<file path="src/rtl/chip_counter_tester.sv">
// chip_counter_tester
// Tests a 7416x-family synchronous binary counter (74161/74163 and wider
// cascades). It drives the counter's control pins and clock, runs a fixed
// sequence of steps against an internal reference count, and checks Q and RCO
// just before and just after every chip clock rising edge.
//
// Ports
//   Clk        in   system clock
//   Reset      in   synchronous active-low reset
//   Run        in   start request, only honoured in HALTED
//   DISP_RSLT  in   result acknowledge, DONE_S -> HALTED
//   Q_in       in   counter outputs (WIDTH bits)
//   RCO_in     in   counter ripple-carry output
//   CLR_n      out  counter clear, active low
//   LOAD_n     out  counter parallel load, active low
//   ENP, ENT   out  counter count enables
//   CCLK       out  counter clock
//   D_out      out  counter parallel data (WIDTH bits)
//   Done       out  high while the result is being presented
//   RSLT       out  1 = pass, cleared by the first mismatch
//   Err_count  out  mismatch count, saturating at 255
//   state_dbg  out  current FSM state encoding
//
// Handshake: Run is a level request sampled only in HALTED. Done stays high in
// DONE_S with RSLT/Err_count stable until DISP_RSLT is seen high at a Clk edge;
// the FSM then returns to HALTED and may start again on Run the next cycle.
module chip_counter_tester #(
    parameter int WIDTH    = 4,
    parameter bit SYNC_CLR = 1'b0,
    parameter int SETTLE   = 2
) (
    input  logic             Clk,
    input  logic             Reset,
    input  logic             Run,
    input  logic             DISP_RSLT,
    input  logic [WIDTH-1:0] Q_in,
    input  logic             RCO_in,
    output logic             CLR_n,
    output logic             LOAD_n,
    output logic             ENP,
    output logic             ENT,
    output logic             CCLK,
    output logic [WIDTH-1:0] D_out,
    output logic             Done,
    output logic             RSLT,
    output logic [7:0]       Err_count,
    output logic [2:0]       state_dbg
);
    localparam int N        = 2 ** WIDTH;
    localparam int STEPS    = 2 * N + 7;
    localparam int SW       = $clog2(STEPS);
    localparam int CW       = (SETTLE > 1) ? $clog2(SETTLE) : 1;
    // First step index of each phase of the sequence.
    localparam int S_COUNT0 = 1;
    localparam int S_LOAD0  = N + 2;
    localparam int S_HOLDLD = 2 * N + 2;
    localparam int S_HOLD1  = 2 * N + 3;
    localparam int S_HOLD2  = 2 * N + 4;
    localparam int S_HOLD3  = 2 * N + 5;
    localparam int S_FINAL  = 2 * N + 6;

    typedef enum logic [2:0] {
        HALTED = 3'd0,
        INIT   = 3'd1,
        DRIVE  = 3'd2,
        LOW    = 3'd3,
        HIGH   = 3'd4,
        CHECK  = 3'd5,
        DONE_S = 3'd6
    } state_t;

    typedef struct packed {
        logic             clr_n;
        logic             load_n;
        logic             enp;
        logic             ent;
        logic [WIDTH-1:0] d;
    } pins_t;

    state_t           state, state_next;
    logic [SW-1:0]    step, step_next;
    logic [CW-1:0]    cnt, cnt_next;
    logic [WIDTH-1:0] qm, qm_next;
    pins_t            pins_q, pins_next;
    logic             cclk_next;
    logic             pre_edge, pre_fail, post_fail;
    logic [WIDTH-1:0] pre_exp;

    // Control pin values for one step of the sequence.
    function automatic pins_t step_pins(input logic [SW-1:0] s);
        pins_t p;
        p.clr_n  = 1'b1;
        p.load_n = 1'b1;
        p.enp    = 1'b1;
        p.ent    = 1'b1;
        p.d      = '0;
        if (s < SW'(S_COUNT0)) begin
            p.clr_n = 1'b0;
        end else if (s >= SW'(S_LOAD0) && s < SW'(S_HOLDLD)) begin
            p.load_n = 1'b0;
            p.d      = WIDTH'(s - SW'(S_LOAD0));
        end else if (s == SW'(S_HOLDLD)) begin
            p.load_n = 1'b0;
            p.d      = '1;
        end else if (s == SW'(S_HOLD1)) begin
            p.enp = 1'b0;
        end else if (s == SW'(S_HOLD2)) begin
            p.ent = 1'b0;
        end else if (s == SW'(S_HOLD3)) begin
            p.enp = 1'b0;
            p.ent = 1'b0;
        end else if (s == SW'(S_FINAL)) begin
            // Clear and load together: clear must win.
            p.clr_n  = 1'b0;
            p.load_n = 1'b0;
            p.d      = WIDTH'(5);
        end
        return p;
    endfunction

    always_comb begin
        state_next = state;
        step_next  = step;
        cnt_next   = cnt;
        case (state)
            HALTED: if (Run) state_next = INIT;
            INIT: begin
                state_next = DRIVE;
                step_next  = '0;
            end
            DRIVE: begin
                state_next = LOW;
                cnt_next   = '0;
            end
            LOW: begin
                if (cnt == CW'(SETTLE - 1)) begin
                    state_next = HIGH;
                    cnt_next   = '0;
                end else begin
                    cnt_next = cnt + 1'b1;
                end
            end
            HIGH: begin
                if (cnt == CW'(SETTLE - 1)) begin
                    state_next = CHECK;
                    cnt_next   = '0;
                end else begin
                    cnt_next = cnt + 1'b1;
                end
            end
            CHECK: begin
                if (step == SW'(STEPS - 1)) begin
                    state_next = DONE_S;
                end else begin
                    state_next = DRIVE;
                    step_next  = step + 1'b1;
                end
            end
            DONE_S: if (DISP_RSLT) state_next = HALTED;
            default: state_next = HALTED;
        endcase
    end

    // Pins are registered from the next state so CCLK comes straight off a
    // flop and cannot glitch on state decode.
    always_comb begin
        pins_next = '0;
        cclk_next = 1'b0;
        if (state_next == DRIVE || state_next == LOW ||
            state_next == HIGH  || state_next == CHECK) begin
            pins_next = step_pins(step_next);
        end
        if (state_next == HIGH || state_next == CHECK) begin
            cclk_next = 1'b1;
        end
    end

    // Reference counter: value after the coming CCLK rise.
    always_comb begin
        qm_next = qm;
        if (!pins_q.clr_n) begin
            qm_next = '0;
        end else if (!pins_q.load_n) begin
            qm_next = pins_q.d;
        end else if (pins_q.enp && pins_q.ent) begin
            qm_next = qm + 1'b1;
        end
    end

    // The last LOW cycle is both the pre-edge sample point and the Clk edge
    // on which CCLK rises, so the model advances on that same edge.
    assign pre_edge  = (state == LOW) && (cnt == CW'(SETTLE - 1));
    // An asynchronous-clear part must already read zero while CLR_n is low.
    assign pre_exp   = (!SYNC_CLR && !pins_q.clr_n) ? '0 : qm;
    assign pre_fail  = pre_edge && (Q_in != pre_exp);
    assign post_fail = (state == CHECK) &&
                       ((Q_in != qm) || (RCO_in != (pins_q.ent & (&qm))));

    always_ff @(posedge Clk) begin
        if (!Reset) begin
            state     <= HALTED;
            step      <= '0;
            cnt       <= '0;
            qm        <= '0;
            pins_q    <= '0;
            CCLK      <= 1'b0;
            RSLT      <= 1'b0;
            Err_count <= 8'd0;
        end else begin
            state  <= state_next;
            step   <= step_next;
            cnt    <= cnt_next;
            pins_q <= pins_next;
            CCLK   <= cclk_next;
            if (state == INIT) begin
                RSLT      <= 1'b1;
                Err_count <= 8'd0;
                qm        <= '0;
            end else begin
                if (pre_edge) qm <= qm_next;
                if (pre_fail || post_fail) begin
                    RSLT <= 1'b0;
                    if (Err_count != 8'hFF) Err_count <= Err_count + 8'd1;
                end
            end
        end
    end

    assign CLR_n     = pins_q.clr_n;
    assign LOAD_n    = pins_q.load_n;
    assign ENP       = pins_q.enp;
    assign ENT       = pins_q.ent;
    assign D_out     = pins_q.d;
    assign Done      = (state == DONE_S);
    assign state_dbg = state;

endmodule
</file>
<file path="config.mk">
export PLATFORM = sky130hd
export DESIGN_NAME = chip_counter_tester
export DESIGN_NICKNAME = d
export VERILOG_FILES = /design/src/rtl/chip_counter_tester.sv
export SDC_FILE = /design/constraint.sdc
export NUM_CORES = 1
export LEC_CHECK = 0
export CORE_ASPECT_RATIO = 1.25
export CORE_MARGIN = 1
export CORE_UTILIZATION = 30
export CTS_BUF_LIST = sky130_fd_sc_hd__clkbuf_4 sky130_fd_sc_hd__clkbuf_8
export DETAILED_ROUTE_END_ITERATION = 16
export GPL_TIMING_DRIVEN = 0
export PLACE_DENSITY_LB_ADDON = 0.08
export SLEW_MARGIN = 10
export SYNTH_ARGS = -nofsm -noshare
export SYNTH_HDL_FRONTEND = slang
export SYNTH_SLANG_ARGS = --single-unit
</file>
<file path="constraint.sdc">
create_clock -name Clk -period 3.9 [get_ports Clk]
set_clock_uncertainty 0.2 [all_clocks]
set_input_delay 0.78 -clock Clk [delete_from_list [all_inputs] [get_ports Clk]]
set_output_delay 0.78 -clock Clk [all_outputs]
set_load 0.02 [all_outputs]
</file>
==> flow_summary.ini <==
[outcome]
status = finished clean

[cts]
htree_levels = 2
cts_buffers = 5
clk_path_buf_depth = 2
holdBufCountCts = 0
cts_tree = yes
cts_resized = 0
cts_setup_buffers = 0
clock_sinks = 32
clk_latency_ns = 0.29
clockRootBuffer = clkbuf_8
clkTransAtPathRegs_ns = 0.07

[sta]
finalHoldViolations = 0
setup_viol = 0
maxSlewHeadroom_pct = 63.1
fin_crit_ns = 3.08
timing.final.ws_setup_ns = 0.821
tightest_slew_ns = 0.551
tns_ns = 0
whs_ns = 0.303
final_max_slew_viol_count = 0
rsz0062_at_grt = no
fmaxAchievable_ghz = 0.325
period_share_pct = 79.0

[global_routing]
grt_pass1_vias = 1769
grt_max_degree = 12
busiest_layer = met2
antenna_found_initial = 0
groute.layer.met2.usage_pct = 27.3
grt_util_met3_pct = 3.56
grt_use_met1_pct = 18.0
grt_usage_pct = 15.9
grt_pass1_wl_um = 8360
gr-total-overflow = 0

[power_and_ir_drop]
power.density_mw_per_mm2 = 302
p_leak_uw = 0.000840
ir_worst_vdd_uv = 134

[place]
dpl.cell_count = 366
dpl_cell_area_mm2 = 0.00240
place.gp.congestion = 0.777
port_buffers = 30
dp_hpwl_um = 3950
place_worst_setup_slack_ns = 0.701

[synthesis]
synth_area_mm2 = 0.00199
netlist_top_cells_count = 32 x dfxtp_1, 24 x nand2_1, 20 x nor2_1
synth_area_per_cell_um2 = 7.94
synthTopCellsByArea = dfxtp_1 32%, nand2_1 4.5%, ha_1 3.8%
synth_top_area_share_pct = 32.2
ys_seq_area_share_pct = 32.2
synth-seq-cells = 32
syn_nets = 266
ys_warn_count = 0
syn-instance-count = 251
yosysUniqueCellTypes = 59
synth_edf_count = 0
synthFlopType = dfxtp_1
synthArstFlopShare_pct = 0
yosysMostFrequentCell = dfxtp_1
synth_area_leader_cell = dfxtp_1

[worst_setup_path]
start_kind = flip-flop
path_class = reg -> out
end_kind = primary output
critPathMaxFanout = 10
reg2reg_depth = 12
required_ns = 2.92
crit_arrival_ns = 2.10

[final_layout]
fillCellCount = 665
stdcell_area_mm2 = 0.00251
layout-area-overhead-vs-synth_pct = 26.0
insertedDiodeCount = 0
fin_cells = 374
drive_gt1_share_pct = 9.00
fin_nets = 303

[hold_path]
hold_class = reg -> reg
holdPathStages = 2

[die]
chipHeight_um = 93.1
fp.dieArea_mm2 = 0.00697
core_area_mm2 = 0.00629
ios = 31
fp.dieW_um = 74.9
fp-row-count = 32
initial_core_util_pct = 31.7

[route]
route.detailed.drc = 0
wl_um = 5220
detail-route-antenna-nets = 0
detail_route.wl_per_cell_um = 14.0
dr.pass1.iters = 4
vias = 1929
drt_iter0_drc = 67
routed_via_density = 5.16

[run]
drv_cap = 0
[registers in the layout, indices dropped and copies added (netlist names)]
register   flops
CCLK           1
CLR_n          1
D_out          4
ENP            1
ENT            1
Err_count      8
LOAD_n         1
RSLT           1
cnt            1
qm             4
state_dbg      3
step           6
[critical path: stages (launching register included)]
cell	delay (ns)
dfxtp_1	0.33
clkbuf_1	0.31
clkbuf_1	0.38
nand2_1	0.09
nor2_1	0.09
clkdlybuf4s50_1	0.61
[cell families (layout without fill, tap and decap cells)]
kind of cell | after synthesis | in the layout | share of synthesized area, %
XOR/XNOR | 7 | 7 | 3.08
multiplexers | 3 | 3 | 1.57
AO/OA/AOI/OAI | 71 | 71 | 24.1
AND/OR/NAND/NOR | 108 | 108 | 30.0
flip-flops | 32 | 32 | 32.2
adder cells (fa/ha/maj) | 6 | 6 | 3.77
buffers and inverters | 24 | 62 | 5.34
[layout by cell type, fill, tap and decap left out, drive strengths merged, types with 3 or more instances in the layout]
cell	n
nand4	5
clkbuf	13
o22ai	3
or3	6
and2	6
ha	6
dfxtp	32
clkdlybuf4s50	30
o211ai	4
xnor2	5
and3	3
buf	6
nor2	20
o21ai	17
a21oi	14
nand3	11
a31oi	9
inv	10
nand2b	6
nand3b	5
nand2	24
nor2b	5
nor3	6
[routing by layer]
| metal | vias up | routed length (um) |
|---|---|---|
| met4 | 0 | 136 |
| met1 | 887 | 2340 |
| met3 | 11 | 184 |
| li1 | 992 | - |
| met2 | 39 | 2560 |
| met5 | - | 0 |
[cell type report]
type | count | area, um^2 | area share (%)
Buffer | 14 | 68.8 | 2.74
Timing Repair Buffer | 30 | 300 | 12.0
Clock buffer | 5 | 68.8 | 2.74
Multi-Input combinational cell | 195 | 1240 | 49.6
Clock inverter | 3 | 42.5 | 1.69
Inverter | 10 | 37.5 | 1.50
Sequential cell | 32 | 641 | 25.5
Tap cell | 85 | 106 | 4.24
[where the power goes]
part	switching, uW	leakage (uW)	internal, uW	total [uW]
Combinational	53.0	0.000527	41.6	94.6
Clock	131	0.0000541	189	320
Sequential	7.73	0.000259	335	342
[metrics by stage]
step                      total power, uW  utilization, %
after global routing                  792            39.9
after floorplan                       406               -
after global placement                447            38.2
final                                 757            39.9
after detailed placement              445            38.2
after CTS                             774            39.9
[worst paths after layout]
check	slack, ns	start	to
worst max-delay path	0.82	state_dbg[2]$_SDFF_PN0_	Done
worst min-delay path	0.30	Err_count[7]$_SDFFE_PP0P_	Err_count[7]$_SDFFE_PP0P_
worst max register to register	1.10	step[0]$_SDFF_PN0_	CLR_n$_SDFF_PP0_
worst min register to register	0.30	Err_count[7]$_SDFFE_PP0P_	Err_count[7]$_SDFFE_PP0P_
Note: power is estimated with default switching activity, not from simulation.
